==> src/rtl/traffic_phase_ctrl.sv <==
// N-phase signalised-intersection controller: green/yellow/all-red cycle with sticky demand and
// round-robin service. Define TRAFFIC_PREEMPT_EN to enable emergency preemption.
module traffic_phase_ctrl #(
  parameter int unsigned NUM_PHASES = 4,
  parameter int unsigned MIN_GREEN  = 10,
  parameter int unsigned MAX_GREEN  = 40,
  parameter int unsigned YELLOW     = 4,
  parameter int unsigned ALL_RED    = 3,
  parameter int unsigned TIMER_W    = 16
) (
  input  logic                          clk,
  input  logic                          rst,
  input  logic [NUM_PHASES-1:0]         req,
  input  logic                          preempt,
  input  logic [$clog2(NUM_PHASES)-1:0] preempt_phase,
  output logic [NUM_PHASES-1:0]         green,
  output logic [NUM_PHASES-1:0]         yellow,
  output logic [NUM_PHASES-1:0]         red,
  output logic [$clog2(NUM_PHASES)-1:0] cur_phase
);

  localparam int unsigned PW = $clog2(NUM_PHASES);
  localparam logic [TIMER_W-1:0] MinLast = TIMER_W'(MIN_GREEN - 1);
  localparam logic [TIMER_W-1:0] MaxLast = TIMER_W'(MAX_GREEN - 1);
  localparam logic [TIMER_W-1:0] YelLast = TIMER_W'(YELLOW - 1);
  localparam logic [TIMER_W-1:0] ArLast  = TIMER_W'(ALL_RED - 1);

  typedef enum logic [1:0] {StGreen = 2'd0, StYellow = 2'd1, StAllRed = 2'd2} state_e;

  state_e                  state_q, state_d;
  logic [PW-1:0]           phase_q, phase_d;
  logic [PW-1:0]           target_q, target_d;
  logic [TIMER_W-1:0]      timer_q, timer_d;
  logic [NUM_PHASES-1:0]   pending_q, pending_d;
  logic [NUM_PHASES-1:0]   req_s1_q, req_sync_q;
  logic [NUM_PHASES-1:0]   enter_mask;
  logic                    enter;
  logic                    pre_active;
  logic [PW-1:0]           pre_phase;
  logic                    any_pend;
  logic [PW-1:0]           next_pend;
  logic [PW-1:0]           succ_phase;

  always_ff @(posedge clk or posedge rst) begin
    if (rst) begin
      req_s1_q   <= '0;
      req_sync_q <= '0;
    end else begin
      req_s1_q   <= req;
      req_sync_q <= req_s1_q;
    end
  end

`ifdef TRAFFIC_PREEMPT_EN
  logic          pre_s1_q, pre_sync_q;
  logic [PW-1:0] pp_s1_q, pp_sync_q;

  always_ff @(posedge clk or posedge rst) begin
    if (rst) begin
      pre_s1_q   <= 1'b0;
      pre_sync_q <= 1'b0;
      pp_s1_q    <= '0;
      pp_sync_q  <= '0;
    end else begin
      pre_s1_q   <= preempt;
      pre_sync_q <= pre_s1_q;
      pp_s1_q    <= preempt_phase;
      pp_sync_q  <= pp_s1_q;
    end
  end

  assign pre_active = pre_sync_q;
  assign pre_phase  = pp_sync_q;
`else
  logic unused_preempt;
  assign unused_preempt = ^{preempt, preempt_phase};
  assign pre_active     = 1'b0;
  assign pre_phase      = '0;
`endif

  // Nearest pending phase searching cyclically from phase_q+1; smallest distance wins.
  always_comb begin
    int unsigned idx;
    idx       = 0;
    any_pend  = 1'b0;
    next_pend = '0;
    for (int unsigned k = NUM_PHASES - 1; k >= 1; k--) begin
      idx = 32'(phase_q) + k;
      if (idx >= NUM_PHASES) idx = idx - NUM_PHASES;
      if (pending_q[idx[PW-1:0]]) begin
        any_pend  = 1'b1;
        next_pend = idx[PW-1:0];
      end
    end
  end

  always_comb begin
    int unsigned nxt;
    nxt = 32'(phase_q) + 1;
    if (nxt >= NUM_PHASES) nxt = 0;
    succ_phase = nxt[PW-1:0];
  end

  always_comb begin
    state_d  = state_q;
    phase_d  = phase_q;
    target_d = target_q;
    enter    = 1'b0;
    unique case (state_q)
      StGreen: begin
        if (pre_active && (pre_phase != phase_q)) begin
          state_d  = StYellow;
          target_d = pre_phase;
        end else if (!pre_active && (timer_q >= MinLast) && (any_pend || (timer_q >= MaxLast)))
        begin
          state_d  = StYellow;
          target_d = any_pend ? next_pend : succ_phase;
        end
      end
      StYellow: begin
        if (pre_active) target_d = pre_phase;
        if (timer_q >= YelLast) state_d = StAllRed;
      end
      StAllRed: begin
        if (pre_active) target_d = pre_phase;
        if (timer_q >= ArLast) begin
          state_d = StGreen;
          phase_d = target_d;
          enter   = 1'b1;
        end
      end
      default: begin
        state_d  = StAllRed;
        target_d = '0;
        phase_d  = '0;
      end
    endcase
  end

  always_comb begin
    if (state_d != state_q) begin
      timer_d = '0;
    end else if (&timer_q) begin
      timer_d = timer_q;
    end else begin
      timer_d = timer_q + TIMER_W'(1);
    end
  end

  // The entering phase is cleared even if its request is still asserted this cycle.
  always_comb begin
    enter_mask = '0;
    if (enter) enter_mask[phase_d] = 1'b1;
    pending_d = (pending_q | req_sync_q) & ~enter_mask;
  end

  always_ff @(posedge clk or posedge rst) begin
    if (rst) begin
      state_q   <= StAllRed;
      phase_q   <= '0;
      target_q  <= '0;
      timer_q   <= '0;
      pending_q <= '0;
    end else begin
      state_q   <= state_d;
      phase_q   <= phase_d;
      target_q  <= target_d;
      timer_q   <= timer_d;
      pending_q <= pending_d;
    end
  end

  always_comb begin
    green  = '0;
    yellow = '0;
    if (state_q == StGreen)  green[phase_q]  = 1'b1;
    if (state_q == StYellow) yellow[phase_q] = 1'b1;
  end

  assign red       = ~(green | yellow);
  assign cur_phase = (state_q == StAllRed) ? target_q : phase_q;

  lamp_onehot_chk: assert property (@(posedge clk) disable iff (rst)
      $onehot0(green) && $onehot0(yellow))
    else $fatal(1, "traffic_phase_ctrl: more than one lamp lit");

endmodule

==> config.mk <==
export PLATFORM = sky130hd
export DESIGN_NAME = traffic_phase_ctrl
export DESIGN_NICKNAME = d
export VERILOG_FILES = /design/src/rtl/traffic_phase_ctrl.sv
export SDC_FILE = /design/constraint.sdc
export NUM_CORES = 1
export LEC_CHECK = 0
export CAP_MARGIN = 5
export CORE_MARGIN = 1
export CORE_UTILIZATION = 60
export CTS_CLUSTER_DIAMETER = 120
export CTS_CLUSTER_SIZE = 40
export DETAILED_ROUTE_END_ITERATION = 8
export PLACE_DENSITY = 0.81
export SYNTH_ARGS = -nofsm -noshare
export SYNTH_HDL_FRONTEND = slang
export SYNTH_SLANG_ARGS = --single-unit
==> constraint.sdc <==
create_clock -name clk -period 7.6 [get_ports clk]
set_input_delay 1.52 -clock clk [delete_from_list [all_inputs] [get_ports clk]]
set_output_delay 1.52 -clock clk [all_outputs]
set_load 0.01 [all_outputs]
Word level (Yosys, flattened, before mapping)
Index checks and enable logic that the tools add are counted.

Output and inout bits: 14. Register bits after elaboration: 34. Input port bits: 9. Word-level logic and storage cells: 85.

Multiplexer cells: 37. $add $sub $neg: 7. Eq/ne operators: 5. Bitwise gates (word level): 6. Order comparisons: 14. Reductions and logical operators: 9.

Operator list (number): $ge A16 B2 Y1 const B (2); $mux W16 (2); $mux W2 (14); $add A16 B1 Y16 const B (1); $ge A16 B4 Y1 const B (1); $ge A16 B6 Y1 const B (1); $reduce_and A16 Y1 (1); $lt A2 B3 Y1 const B (5); $mux W4 (3); $mux W1 (10); $ge A3 B3 Y1 const B (3); $not A4 Y4 (2); $or A4 B4 Y4 (2); $pmux W2 S2 (2); $add A2 B2 Y3 const B (2); $bmux W1 S2 (3); $pmux W2 S3 (1); $sub A2 B1 Y2 const B (3); $and A4 B4 Y4 (1); $demux W1 S2 (2); $ge A2 B1 Y1 const B (2); $ne A2 B2 Y1 const B (2); $reduce_or A2 Y1 (2); $add A2 B1 Y3 const B (1); other kinds (8) (10).

Logic depth before layout (Yosys ltp)
Depth in word-level cells: 14. Gate-level depth with buffers: 9. Gate-level depth less buffers: 8.

Worst setup path after synthesis
No wires, ideal clock.

Kind: reg-to-output. Start point: reg phase_q[0]. End point: out red[0]. Stages on the path, launching flop included: 6. Arrival: 1402 ps. Buffers on the path: 1. Slack: 4678 ps. Required time: 6080 ps. Cells stage by stage: dfrtp_1 > clkbuf_1 > inv_1 > ha_1 > and2_1 > nor2_1.

Word-level cells in the longest chain between the ends: 7. Elaborated cells on any way between the ends: 9. Classes of those cells: order compare: 2; mux: 4; bitwise: 2; reduce/logical: 1.

RTL lines: from (decl) (line 31) `logic [PW-1:0] phase_q, phase_d;`; from (signal assigned) (line 166) `phase_q <= phase_d;`; $lt A2 B3 Y1 (implied by the code) / $ge A2 B1 Y1 (equally long branches) (line 177) `if (state_q == StYellow) yellow[phase_q] = 1'b1;`; $logic_and A1 B1 Y1 (implied by the code) (line 177); $mux W1 (implied by the code) (line 177); $demux W1 S2 * (line 177); $mux W4 * (line 177); net yellow[0] (line 17) `output logic [NUM_PHASES-1:0] yellow,`; $or A4 B4 Y4 * (line 180) `assign red = ~(green | yellow);`; $not A4 Y4 * (line 180); to (decl) (line 18) `output logic [NUM_PHASES-1:0] red,`.

The timed path passes the listed nets; every way through them passes the cells marked *.

Worst setup path in the final report
Start point: reg state_q[1]. End point: out red[2].

Word-level cells in the longest chain between the ends: 4. Elaborated cells on any way between the ends: 6. Classes of those cells: eq/ne: 1; mux: 2; bitwise: 2; reduce/logical: 1.

RTL lines: from (decl) (line 30) `state_e state_q, state_d;`; from (signal assigned) (line 159) `state_q <= StAllRed;`; from (signal assigned) (line 165) `state_q <= state_d;`; $eq A2 B1 Y1 / $logic_not A2 Y1 (equally long branches) (line 177, 176); $mux W4 (on tied branches) (line 177, 176); $or A4 B4 Y4 * (line 180); $not A4 Y4 * (line 180).

Mark *: on every way between the ends. The rest lies on a longest branch, timed or not.

==> impl_metrics.py <==
metrics = {
    "run_status": {
        "status": "complete, no violations",
    },
    "synth": {
        "synth-main-ff-cell": "dfrtp_1",
        "netlist_instances": 228,
        "ys_ff_latch": 34,
        "synth_edf_count": 0,
        "synth-async-reset-ratio_pct": 100,
        "synth_cell_types": 51,
        "yosysWarningCount": 0,
        "syn_area_per_cell_um2": 9.13,
        "synth_nets": 250,
        "yosysSeqAreaShare_pct": 40.9,
        "synth_area_um2": 2080,
    },
    "placement": {
        "hpwlAfterDp_um": 3050,
        "postPlaceCellArea_um2": 2310,
        "port_buffers": 19,
        "gp_congestion": 0.867,
    },
    "route": {
        "ant_nets": 0,
        "vias": 1706,
        "vias_per_cell": 5.78,
        "routed_wirelength_um": 4200,
        "drcViolationCount": 0,
        "wl_per_cell_um": 14.3,
        "firstDrtPassIters": 4,
        "drt_iter0_drc": 144,
    },
    "worst_setup_path": {
        "critPathLaunchType": "register",
        "cp.arrival_ps": 2250,
        "crit_fanout": 12,
        "slowest_delay_ps": 610,
        "cp-end-kind": "primary output",
        "path_buf_inv": 2,
        "crit_family": "buffers and inverters",
        "cp.required_ps": 6080,
        "cpMaxStageDelayCell": "dfstp_2",
        "crit_type": "register to primary output",
        "crit_chain": "inv_1 > ha_1 > and2_1 > nor2_1 > clkdlybuf4s50_1",
    },
    "floorplanning": {
        "initial_core_util_pct": 62.4,
        "dieArea_um2": 3710,
        "ios": 23,
        "core-area_um2": 3340,
        "num_rows": 21,
        "fp.dieH_um": 60.9,
        "die_w_um": 60.9,
    },
    "hold_path": {
        "min_path_type": "register to register",
    },
    "sta": {
        "period_share_pct": 49.6,
        "finalMaxSlewViolations": 0,
        "rsz0062_at_grt": "false",
        "min_period_ps": 3770,
        "worstMarginPinSlew_ps": 744,
        "relSlewSlack_pct": 50.0,
        "skew_ps": 14.4,
        "hold_violations": 0,
        "setup_violations": 0,
        "fmax_mhz": 266,
        "tns_ps": 0,
    },
    "clocking": {
        "htree_levels": 2,
        "clk_latency_ps": 350,
        "cts-root-buf": "clkbuf_4",
        "post_cts_buffers": 0,
        "cts_tree": "built",
        "cts.repair.resized": 0,
        "clk_pin_slew_worst_paths_ps": 110,
        "cts_hold_buf": 0,
        "clockBufferDepth": 2,
        "cts_made_buffers": 5,
        "cts_sinks": 34,
    },
    "job": {
        "max_cap_viol_count": 0,
    },
    "power_and_ir_drop": {
        "vdd_ir_drop_max_mv": 0.178,
        "power_density_nw_per_um2": 316,
        "p_leak_nw": 1.02,
    },
    "grt": {
        "use_met1_pct": 37.8,
        "grt_pass1_wl_um": 6710,
        "grt_usage_pct": 24.9,
        "grt_busiest_layer": "met1",
        "grt_overflow": 0,
        "grtUsageMet2_pct": 35.5,
        "grt_max_degree": 35,
        "antenna_found_initial": 0,
        "grt_pass1_vias": 1444,
        "met3_usage_pct": 5.12,
    },
    "cells_and_area": {
        "area_delta_synth_final_pct": 14.8,
        "nets": 270,
        "antenna_cells": 0,
        "drive_gt1_share_pct": 8.03,
        "final_cell_area_um2": 2390,
    },
}
## where the power goes
part / internal [W] / switching (W) / total [W] / leakage, nW
clock: 0.0000690 / 0.0000665 / 0.000135 / 0.0374
combinational: 0.000166 / 0.000193 / 0.000359 / 0.558
sequential: 0.000212 / 0.0000491 / 0.000261 / 0.423
## synthesized netlist by cell type (3+ instances only)
cell type	n	area (µm²)
inv_1	13	48.8
nor4_1	3	18.8
and2_1	9	56.3
nand2_1	20	75.1
xnor2_1	6	52.6
clkbuf_1	5	18.8
ha_1	13	163
mux2i_1	4	40.0
a21oi_1	5	25.0
o21ai_0	10	50.1
xor2_1	4	35.0
dfrtp_1	33	826
nor3_1	12	60.1
nand3_1	9	45.0
nor2_1	34	128
## placed cells by master, fill, tap and decap left out, drive strengths merged, types with 3 or more instances in the layout
cell type and n:
nand3 9, nand2 20, a21oi 5, clkdlybuf4s50 19, nor2 34, ha 13, dfrtp 33, nor3 12
o21ai 10, or3 3, nor4 3, mux2i 4, xnor2 6, inv 13, xor2 4, or4 3
clkbuf 5, and2 9
## path summary, 6_finish.rpt
check                                        start  cells after the start                       to  slack [ps]
max                           state_q[1]$_DFF_PP1_                      5                   red[2]        3830
min                          req_s1_q[3]$_DFF_PP0_                      0  req_sync_q[3]$_DFF_PP0_         360
max reg2reg                timer_q[13]$_DFFE_PP0P_                      6  timer_q[12]$_DFFE_PP0P_        4670
min reg2reg                  req_s1_q[3]$_DFF_PP0_                      0  req_sync_q[3]$_DFF_PP0_         360
max in group asynchronous                      rst                      3     state_q[1]$_DFF_PP1_        5690
min in group asynchronous                      rst                      3   pending_q[1]$_DFF_PP0_        1560
## area by class of cell
| type | instances | area [µm²] |
|---|---|---|
| Clock inverter | 3 | 45.0 |
| Fill cell | 278 | 946 |
| Clock buffer | 5 | 37.5 |
| Inverter | 13 | 48.8 |
| Tap cell | 46 | 57.6 |
| Multi-Input combinational cell | 174 | 1150 |
| Sequential cell | 34 | 852 |
| Timing Repair Buffer | 20 | 198 |
## per-stage QoR
| stage | power (W) | utilization (%) | worst slack [ps] | hold WS [ps] | instances |
|---|---|---|---|---|---|
| 2_1_floorplan | 0.000514 | - | 4680 | 331 | 228 |
| 3_3_place_gp | 0.000612 | 69.2 | 4250 | 332 | 287 |
| 3_5_place_dp | 0.000623 | 69.2 | 4210 | 339 | 287 |
| 4_1_cts | 0.000758 | 71.7 | 3820 | 365 | 295 |
| 5_1_grt | 0.000809 | 71.7 | 3690 | 367 | 295 |
| 6_report | 0.000755 | 71.7 | 3830 | 359 | 295 |
## worst register-to-register path, stage by stage, from the launching register on
cell     delay (ps)
dfrtp_1         460
or4_4           570
or4b_1          670
a21oi_1         250
o32ai_1         110
a311o_1         550
nor3_1          260
## state kept, by name, indices dropped and copies added (netlist names)
| name | cells |
|---|---|
| state_q | 2 |
| target_q | 2 |
| req_s1_q | 4 |
| req_sync_q | 4 |
| phase_q | 2 |
| timer_q | 16 |
| pending_q | 4 |
## metal layers
metal / share of wire, % / up-vias
li1: - / 839
met1: 47 / 806
met2: 45 / 54
met3: 6.2 / 7
met4: 1.3 / 0
met5: 0 / -
## kinds of logic after synthesis
family,after synthesis,share of synthesized area (%)
buffers and inverters,20,3.73
flip-flops,34,40.9
multiplexers,7,4.27
adder cells (fa/ha/maj),13,7.81
AND/OR/NAND/NOR,105,24.8
AO/OA/AOI/OAI,39,14.2
XOR/XNOR,10,4.21
No activity file was read; power rests on OpenSTA's default activity.
